$ cat src/rtl/gyro_sample_sequencer_if.sv
// Byte-level SPI master handshake plus gyro chip select.
//   master modport: the sequencer (drives start/tx_byte/cs_n, receives done/rx_byte)
//   slave modport : the byte master (receives start/tx_byte/cs_n, drives done/rx_byte)
// Signals:
//   spi_start   - one-cycle pulse launching one byte transfer
//   spi_tx_byte - byte to shift out, valid with spi_start
//   spi_done    - one-cycle pulse when the transfer has completed
//   spi_rx_byte - received byte, valid with spi_done
//   spi_cs_n    - gyro chip select, active low
interface gyro_sample_sequencer_if;
  logic       spi_start;
  logic [7:0] spi_tx_byte;
  logic       spi_done;
  logic [7:0] spi_rx_byte;
  logic       spi_cs_n;

  modport master (
    output spi_start, spi_tx_byte, spi_cs_n,
    input  spi_done, spi_rx_byte
  );

  modport slave (
    input  spi_start, spi_tx_byte, spi_cs_n,
    output spi_done, spi_rx_byte
  );
endinterface

$ cat src/rtl/gyro_sample_sequencer.sv
// Gyro start-up configuration and periodic X/Y/Z burst-read sequencer.
// Writes CTRL1 (0x20) and CTRL4 (0x23), then on every sample tick reads the
// six rate registers starting at 0x28 and publishes three signed 16-bit rates.
// Ports:
//   clk, reset        - system clock, asynchronous active-high reset
//   spi               - byte master handshake and chip select (master modport)
//   angular_rate_x/y/z- latest rates, two's complement, held between updates
//   sample_valid      - one-cycle strobe when the rate outputs update
//   config_done       - high once both configuration writes have completed
//   overrun           - sticky, a tick arrived while a read was still running
module gyro_sample_sequencer #(
  parameter int unsigned SAMPLE_DIV = 100000,
  parameter int unsigned CS_GAP     = 4,
  parameter logic [7:0]  CTRL1_VAL  = 8'h0F,
  parameter logic [7:0]  CTRL4_VAL  = 8'h30
) (
  input  logic                           clk,
  input  logic                           reset,
  gyro_sample_sequencer_if.master        spi,
  output logic [15:0]                    angular_rate_x,
  output logic [15:0]                    angular_rate_y,
  output logic [15:0]                    angular_rate_z,
  output logic                           sample_valid,
  output logic                           config_done,
  output logic                           overrun
);

  localparam int unsigned TW = $clog2(SAMPLE_DIV);
  localparam int unsigned GW = (CS_GAP > 1) ? $clog2(CS_GAP) : 1;
  localparam logic [TW-1:0] TICK_LAST = TW'(SAMPLE_DIV - 1);
  localparam logic [GW-1:0] GAP_LOAD  = GW'(CS_GAP - 1);

  localparam logic [2:0] ST_RST_GAP = 3'd0;
  localparam logic [2:0] ST_CFG1    = 3'd1;
  localparam logic [2:0] ST_GAP1    = 3'd2;
  localparam logic [2:0] ST_CFG4    = 3'd3;
  localparam logic [2:0] ST_IDLE    = 3'd4;
  localparam logic [2:0] ST_READ    = 3'd5;
  localparam logic [2:0] ST_PUBLISH = 3'd6;
  localparam logic [2:0] ST_GAP     = 3'd7;

  logic [2:0]    state;
  logic [TW-1:0] tick_cnt;
  logic [GW-1:0] gap_cnt;
  logic [2:0]    byte_idx;   // index of the byte currently in flight
  logic          busy;       // a transfer has been launched and not yet completed
  logic [7:0]    rx_buf [0:4];
  logic          tick;
  logic [2:0]    last_idx;

  assign tick     = (tick_cnt == TICK_LAST);
  assign last_idx = (state == ST_READ) ? 3'd6 : 3'd1;

  // Byte to send for a given transaction and position within it.
  function automatic logic [7:0] tx_for(input logic [2:0] st, input logic [2:0] idx);
    case (st)
      ST_CFG1: tx_for = (idx == 3'd0) ? 8'h20 : CTRL1_VAL;
      ST_CFG4: tx_for = (idx == 3'd0) ? 8'h23 : CTRL4_VAL;
      default: tx_for = (idx == 3'd0) ? 8'hE8 : 8'h00;
    endcase
  endfunction

  // NOTE: all state here is sequential, so every assignment is non-blocking;
  // blocking assignments would make results depend on statement order.
  always_ff @(posedge clk or posedge reset) begin
    if (reset) begin
      state           <= ST_RST_GAP;
      tick_cnt        <= '0;
      gap_cnt         <= GAP_LOAD;
      byte_idx        <= '0;
      busy            <= 1'b0;
      spi.spi_start   <= 1'b0;
      spi.spi_tx_byte <= 8'h00;
      spi.spi_cs_n    <= 1'b1;
      angular_rate_x  <= '0;
      angular_rate_y  <= '0;
      angular_rate_z  <= '0;
      sample_valid    <= 1'b0;
      config_done     <= 1'b0;
      overrun         <= 1'b0;
      // NOTE: the capture buffer is reset too, so a read cut short by reset
      // can never leak partial bytes into a later sample.
      for (int i = 0; i < 5; i++) rx_buf[i] <= 8'h00;
    end else begin
      spi.spi_start <= 1'b0;
      sample_valid  <= 1'b0;
      tick_cnt      <= tick ? '0 : tick_cnt + TW'(1);

      // Ticks outside IDLE are dropped; after configuration they flag overrun.
      if (tick && config_done && state != ST_IDLE) overrun <= 1'b1;

      case (state)
        ST_RST_GAP, ST_GAP1, ST_GAP: begin
          if (gap_cnt == '0) begin
            if (state == ST_GAP) begin
              state <= ST_IDLE;
            end else begin
              state        <= (state == ST_RST_GAP) ? ST_CFG1 : ST_CFG4;
              spi.spi_cs_n <= 1'b0;
              byte_idx     <= '0;
            end
          end else begin
            gap_cnt <= gap_cnt - GW'(1);
          end
        end

        ST_IDLE: begin
          if (tick) begin
            state        <= ST_READ;
            spi.spi_cs_n <= 1'b0;
            byte_idx     <= '0;
          end
        end

        ST_CFG1, ST_CFG4, ST_READ: begin
          if (!busy) begin
            // First byte goes out the cycle after chip select falls.
            spi.spi_start   <= 1'b1;
            spi.spi_tx_byte <= tx_for(state, 3'd0);
            busy            <= 1'b1;
          end else if (spi.spi_done) begin
            if (byte_idx == last_idx) begin
              busy         <= 1'b0;
              spi.spi_cs_n <= 1'b1;
              gap_cnt      <= GAP_LOAD;
              if (state == ST_CFG1) begin
                state <= ST_GAP1;
              end else if (state == ST_CFG4) begin
                state       <= ST_GAP;
                config_done <= 1'b1;
              end else begin
                // Last byte (b5) is taken straight from the bus so all three
                // rates update together in the chip-select rise cycle.
                state          <= ST_PUBLISH;
                angular_rate_x <= {rx_buf[1], rx_buf[0]};
                angular_rate_y <= {rx_buf[3], rx_buf[2]};
                angular_rate_z <= {spi.spi_rx_byte, rx_buf[4]};
                sample_valid   <= 1'b1;
              end
            end else begin
              // The reply to the address byte (index 0) is discarded.
              if (state == ST_READ && byte_idx != 3'd0)
                rx_buf[byte_idx - 3'd1] <= spi.spi_rx_byte;
              byte_idx        <= byte_idx + 3'd1;
              spi.spi_start   <= 1'b1;
              spi.spi_tx_byte <= tx_for(state, byte_idx + 3'd1);
            end
          end
        end

        ST_PUBLISH: state <= ST_GAP;

        default: state <= ST_RST_GAP;
      endcase
    end
  end

endmodule

$ cat src/flat_wrapper.sv
// flat-port wrapper written by rule: the top's interface ports become plain ports
module gyro_sample_sequencer_flat 
#(
  parameter int unsigned SAMPLE_DIV = 100000,
  parameter int unsigned CS_GAP     = 4,
  parameter logic [7:0]  CTRL1_VAL  = 8'h0F,
  parameter logic [7:0]  CTRL4_VAL  = 8'h30
)
  (clk, reset, angular_rate_x, angular_rate_y, angular_rate_z, sample_valid, config_done, overrun, spi_spi_start, spi_spi_tx_byte, spi_spi_cs_n, spi_spi_done, spi_spi_rx_byte);
  gyro_sample_sequencer_if spi_i ();
  input  logic clk;
  input  logic reset;
  output logic [15:0] angular_rate_x;
  output logic [15:0] angular_rate_y;
  output logic [15:0] angular_rate_z;
  output logic sample_valid;
  output logic config_done;
  output logic overrun;
  output wire logic [$bits(spi_i.spi_start)-1:0] spi_spi_start;
  output wire logic [$bits(spi_i.spi_tx_byte)-1:0] spi_spi_tx_byte;
  output wire logic [$bits(spi_i.spi_cs_n)-1:0] spi_spi_cs_n;
  input wire logic [$bits(spi_i.spi_done)-1:0] spi_spi_done;
  input wire logic [$bits(spi_i.spi_rx_byte)-1:0] spi_spi_rx_byte;
  assign spi_spi_start = spi_i.spi_start;
  assign spi_spi_tx_byte = spi_i.spi_tx_byte;
  assign spi_spi_cs_n = spi_i.spi_cs_n;
  assign spi_i.spi_done = spi_spi_done;
  assign spi_i.spi_rx_byte = spi_spi_rx_byte;
  gyro_sample_sequencer #(.SAMPLE_DIV(SAMPLE_DIV), .CS_GAP(CS_GAP), .CTRL1_VAL(CTRL1_VAL), .CTRL4_VAL(CTRL4_VAL)) u_core (.clk(clk), .reset(reset), .spi(spi_i), .angular_rate_x(angular_rate_x), .angular_rate_y(angular_rate_y), .angular_rate_z(angular_rate_z), .sample_valid(sample_valid), .config_done(config_done), .overrun(overrun));
endmodule
$ cat config.mk
export PLATFORM = sky130hd
export DESIGN_NAME = gyro_sample_sequencer_flat
export DESIGN_NICKNAME = d
export VERILOG_FILES = /design/src/rtl/gyro_sample_sequencer_if.sv /design/src/rtl/gyro_sample_sequencer.sv /design/src/flat_wrapper.sv
export SDC_FILE = /design/constraint.sdc
export NUM_CORES = 1
export LEC_CHECK = 0
export CORE_MARGIN = 5
export CORE_UTILIZATION = 50
export CTS_CLUSTER_DIAMETER = 30
export DETAILED_ROUTE_END_ITERATION = 10
export GPL_ROUTABILITY_DRIVEN = 0
export HOLD_SLACK_MARGIN = 0.02
export MAX_ROUTING_LAYER = met4
export PLACE_DENSITY = 0.74
export SYNTH_ARGS = -nofsm -noshare
export SYNTH_HDL_FRONTEND = slang
export SYNTH_SLANG_ARGS = --single-unit
export TNS_END_PERCENT = 1
$ cat constraint.sdc
create_clock -name clk -period 9.9 [get_ports clk]
set_input_delay 1.485 -clock clk [delete_from_list [all_inputs] [get_ports clk]]
set_output_delay 1.485 -clock clk [all_outputs]
set_load 0.02 [all_outputs]
== Word-level counts from Yosys, hierarchy flattened ==
Index checks and enable logic that the tools add are counted.

* Add/sub/neg operators: 4
* Order comparisons: 2
* Equality and inequality tests: 20
* Multiplexer cells: 54
* Bitwise logic cells: 4
* Reduce and logical (&&, ||, !) cells: 20

{| class="wikitable"
|+ Operator list
! kind !! count
|-
| $mux 3 || 14
|-
| $bwmux 40 || 1
|-
| $mux 8 || 5
|-
| $pmux 8 s2 || 2
|-
| $demux 8 s3 || 1
|-
| $mux 1 || 19
|-
| $add 17x1->17 const B || 1
|-
| $eq 17x17->1 const B || 1
|-
| $mux 17 || 1
|-
| $reduce_and 5->1 || 3
|-
| $reduce_and 7->1 || 2
|-
| $eq 3x3->1 const B || 4
|-
| $ne 2x2->1 const B || 6
|-
| $pmux 3 s4 || 1
|-
| $reduce_and 6->1 || 2
|-
| $mux 2 || 5
|-
| $pmux 3 s3 || 1
|-
| $ne 2x1->1 const B || 4
|-
| $eq 3x2->1 const B || 2
|-
| $logic_not 3->1 || 2
|-
| $mux 6 || 1
|-
| $reduce_bool 3->1 || 2
|-
| $reduce_or 3->1 || 2
|-
| $mux 5 || 1
|-
| other kinds (16) || 21
|}

* Register bits: 127
* Input port bits: 11
* Output and inout port bits: 61
* Word-level logic and storage cells: 123

== Longest topological paths before layout ==
* Word-level depth: 7
* Depth in mapped cells: 8
* Gate-level depth less buffers: 7

== Worst setup path after synthesis ==
Ideal clock, no wire load.

* Path kind: input -> register
* From: input spi_spi_done
* To: register u_core.rx_buf[16] (netlist name)
* Setup time: 127 ps
* Data arrival time: 2679 ps
* Slack: 7094 ps
* Stages: 5
* Buffers on the path: 1
* Cells stage by stage: nand2_1 > a21o_1 > or4_1 > clkbuf_1 > mux2_1

* Longest elaborated chain between the ends: 1

{| class="wikitable"
|+ RTL lines
! item !! line !! RTL
|-
| start: declaration || flat_wrapper.sv:22 || <nowiki>input wire logic [$bits(spi_i.spi_done)-1:0] spi_spi_done;</nowiki>
|-
| $reduce_and 5->1 (no line) || n/a ||
|-
| end signal: indexed assignment || gyro_sample_sequencer.sv:143 || <nowiki>rx_buf[byte_idx - 3'd1] <= spi.spi_rx_byte;</nowiki>
|-
| end: declaration || gyro_sample_sequencer.sv:47 || <nowiki>logic [7:0] rx_buf [0:4];</nowiki>
|}

No other way between the ends.
A chain may end at the register's enable or synchronous reset.

== Worst setup path after layout ==
* From: register u_core.spi.spi_cs_n
* To: output spi_spi_cs_n

{| class="wikitable"
|+ RTL lines
! item !! line !! RTL
|-
| start: declaration || gyro_sample_sequencer_if.sv:18 || <nowiki>output spi_start, spi_tx_byte, spi_cs_n,</nowiki>
|-
| start signal: assignment || gyro_sample_sequencer.sv:74 || <nowiki>spi.spi_cs_n <= 1'b1;</nowiki>
|-
| start signal: assignment || gyro_sample_sequencer.sv:99 || <nowiki>spi.spi_cs_n <= 1'b0;</nowiki>
|-
| start signal: assignment || gyro_sample_sequencer.sv:110 || <nowiki>spi.spi_cs_n <= 1'b0;</nowiki>
|-
| end: declaration || flat_wrapper.sv:21 || <nowiki>output wire logic [$bits(spi_i.spi_cs_n)-1:0] spi_spi_cs_n;</nowiki>
|}

No word-level cell between the ends.

==> run_results.csv <==
group,metric,value,unit
power,peakVddDrop,0.218,mV
die,chipWidth,112,µm
status,status,"finished, final reports clean",
timing,hold_viol_final,0,
timing,hold-worst-slack,0.478,ns
clock_network,htree_levels,4,
finish,instances_no_fill,601,
synth,yosysTopAreaCell,"dfrtp_1",
clock_network,cts_tree,"built",
synth,syn-num-nets,392,
synth,synth_seq_cells,125,
timing,tns,0,ns
synth,synth_cell_types,51,
timing,grt_setup_unrepaired,"no",
power,p_leak,3.07,nW
setup_path,path_class,"reg -> out",
finish,multi_input_area,0.00191,mm²
clock_network,clk_pin_slew,0.06,ns
worst_hold_path,hold_class,"reg -> reg",
setup_path,path_buf_inv,1,
clock_network,clock_sinks,125,
synth,syn-cell-area,0.00515,mm²
place,portBuffers,71,
setup_path,reg2reg_to,"u_core.byte_idx[0]",
place,placed_area,0.00599,mm²
grt,first_global_vias,3545,
grt,grt_start_max_net_pins,76,
finish,post-route-util,65.0,%
clock_network,cts_buffer_depth,2,
die,start_util,50.6,%
die,core-area,0.0102,mm²
setup_path,cp.arrival,1.62,ns
setup_path,cp-start-kind,"flip-flop",
detailed_routing,finalWirelength,10.2,mm
synth,ys.flop_type,"dfrtp_1",
die,boundaryPins,72,
finish,layout_common_cells,"dfrtp_1 (122), mux2_2 (79), clkdlybuf4s50_1 (71)",
timing,min_period_over_period,31.4,%
setup_path,end_kind,"output pin",
clock_network,insertion_delay,0.51,ns
timing,maxSlewViolCount,0,
timing,max_freq,322,MHz
detailed_routing,ant_nets,0,
setup_path,worst_ep_required_time,8.42,ns
setup_path,slowest_delay,0.59,ns
timing,max_slew_margin,38.4,%
place,dp_cells,569,
timing,finalSetupViolations,0,
clock_network,post_cts_resize_count,0,
finish,area_delta_synth_final,28.3,%
finish,stdcell_area,0.00662,mm²
synth,avgSynthCellArea,13.7,µm²
worst_hold_path,min_path_cells,1,
setup_path,r2r_start,"u_core.tick_cnt[11]",
synth,async_flop_share,100,%
finish,final_nets,469,
grt,gr-total-overflow,0,
synth,synth_edf_count,0,
worst_hold_path,hold_path_end,"u_core.tick_cnt[0]",
finish,regArea,0.00313,mm²
grt,antenna_found_initial,0,
detailed_routing,vias,3227,
detailed_routing,dr.pass1.iters,4,
detailed_routing,avgRoutedWirePerCell,17.0,µm
clock_network,root_buffer,"clkbuf_8",
worst_hold_path,hold_path.startpoint,"u_core.tick_cnt[0]",
synth,yosysSeqAreaShare,60.8,%
synth,synth.top_cells.by_area,"dfrtp_1 (59%), mux2_2 (17%), mux2_1 (2.4%)",
clock_network,cts_setup_buffers,0,
power,power.density,314,mW/mm²
synth,ys_warn_count,0,
grt,grt_pass1_wl,17.5,mm
grt,gr-usage-all-layers,18.1,%
place,detailed_place_hpwl,6.70,mm
synth,synthCells,375,
clock_network,hold_buffers,0,
setup_path,reg2reg_setup_slack,7.26,ns
synth,netlist.area_leader.share,59.2,%
setup_path,cp_max_fo,2,
timing,period_needed,3.11,ns
finish,fillers,757,
finish,final_layout_size_suffix_gt1_share,26.5,%
die,rows,37,
setup_path,crit_path_top_delay_cell,"clkdlybuf4s50_1",
timing,fin_worst_skew,0.0118,ns
die,die_height,112,µm
clock_network,numCtsBuffers,17,
setup_path,reg2reg_depth,5,
detailed_routing,drtIter0Drc,94,
setup_path,cp_top_family,"buffers and inverters",
detailed_routing,remaining_drc_errors,0,
flow_run,cap_violations,0,
finish,layout_commonest_cell,"dfrtp_1",
detailed_routing,routed_via_density,5.37,
timing,tightest_slew,0.924,ns
finish,diodes,0,
die,dieArea,0.0124,mm²
setup_path,worstPathCellList,"clkdlybuf4s50_1",
==> metrics by stage <==
step | power, mW | worst slack [ns]
final | 2.08 | 6.79
after floorplan | 1.19 | 5.09
after CTS | 2.10 | 6.76
after global placement | 1.41 | 6.34
after global routing | 2.19 | 6.69
after detailed placement | 1.44 | 6.27
==> state kept, by name, summed over array words and instances, names as in the netlist, 2 cells and up <==
name	cells
u_core.angular_rate_y	16
u_core.angular_rate_z	16
u_core.state	3
u_core.angular_rate_x	16
u_core.spi.spi_tx_byte	6
u_core.gap_cnt	2
u_core.byte_idx	3
u_core.tick_cnt	17
u_core.rx_buf	40
==> layer usage <==
metal | GRT usage, % | vias to the layer above | part of all wire (%)
met5 | - | - | 0
met3 | 6.20 | 9 | 5.2
met4 | 5.27 | 0 | 0.86
met2 | 29.7 | 81 | 51
met1 | 21.3 | 1658 | 43
li1 | - | 1479 | -
==> cells by family (layout without fill, tap and decap cells) <==
| kind of cell | Yosys count | after routing | share of synthesized area (%) |
|---|---|---|---|
| AOI/OAI and AO/OA | 27 | 27 | 3.57 |
| xor gates and xnor gates | 18 | 18 | 3.06 |
| adders and majority gates | 6 | 6 | 1.46 |
| buffers and inverters | 27 | 117 | 2.21 |
| DFF | 125 | 125 | 60.8 |
| muxes | 95 | 95 | 20.6 |
| and+or+nand+nor | 77 | 77 | 8.33 |
==> report_power, final <==
group          switching [mW]  internal, mW
combinational           0.309         0.331
sequential              0.107         0.680
clock                   0.233         0.415
total                   0.650          1.43
==> cell type report <==
type / instances / area share [%]
clock inverters: 14 / 3.14
clock buffers: 18 / 6.32
inverters: 12 / 0.719
well taps: 136 / 2.57
multi-input cells: 223 / 28.9
flip-flops and latches: 125 / 47.3
repair buffers: 73 / 11.0
==> Yosys cell counts (2+ instances only) <==
library cell and count:
a21o_1 2, a21oi_1 4, a31o_2 2, and3_1 2, buf_2 4, buf_4 2
clkbuf_1 8, dfrtp_1 122, dfstp_2 3, ha_1 6, inv_1 12, mux2_1 11
mux2_2 79, mux2i_1 5, nand2_1 15, nand2b_1 2, nand3_1 15, nand3b_1 2
nand4_1 2, nor2_1 18, nor2b_1 2, nor3_1 4, o21ai_0 5, o2bb2ai_1 2
o31ai_1 2, or3b_1 3, xnor2_1 9, xor2_1 9
==> how the worst max path moves through the flow <==
stage	slack (ns)	cells after the start	end	from
6_report	6.79	1	spi_spi_cs_n	u_core.spi.spi_cs_n
5_1_grt	6.69	5	u_core.rx_buf[35]	spi_spi_done
4_1_cts	6.76	1	spi_spi_cs_n	u_core.spi.spi_cs_n
3_5_place_dp	6.27	5	u_core.rx_buf[36]	spi_spi_done
3_3_place_gp	6.34	5	u_core.rx_buf[33]	spi_spi_done
2_1_floorplan	5.09	1	u_core.angular_rate_x[0]	reset
(Power assumes the default switching activity.)
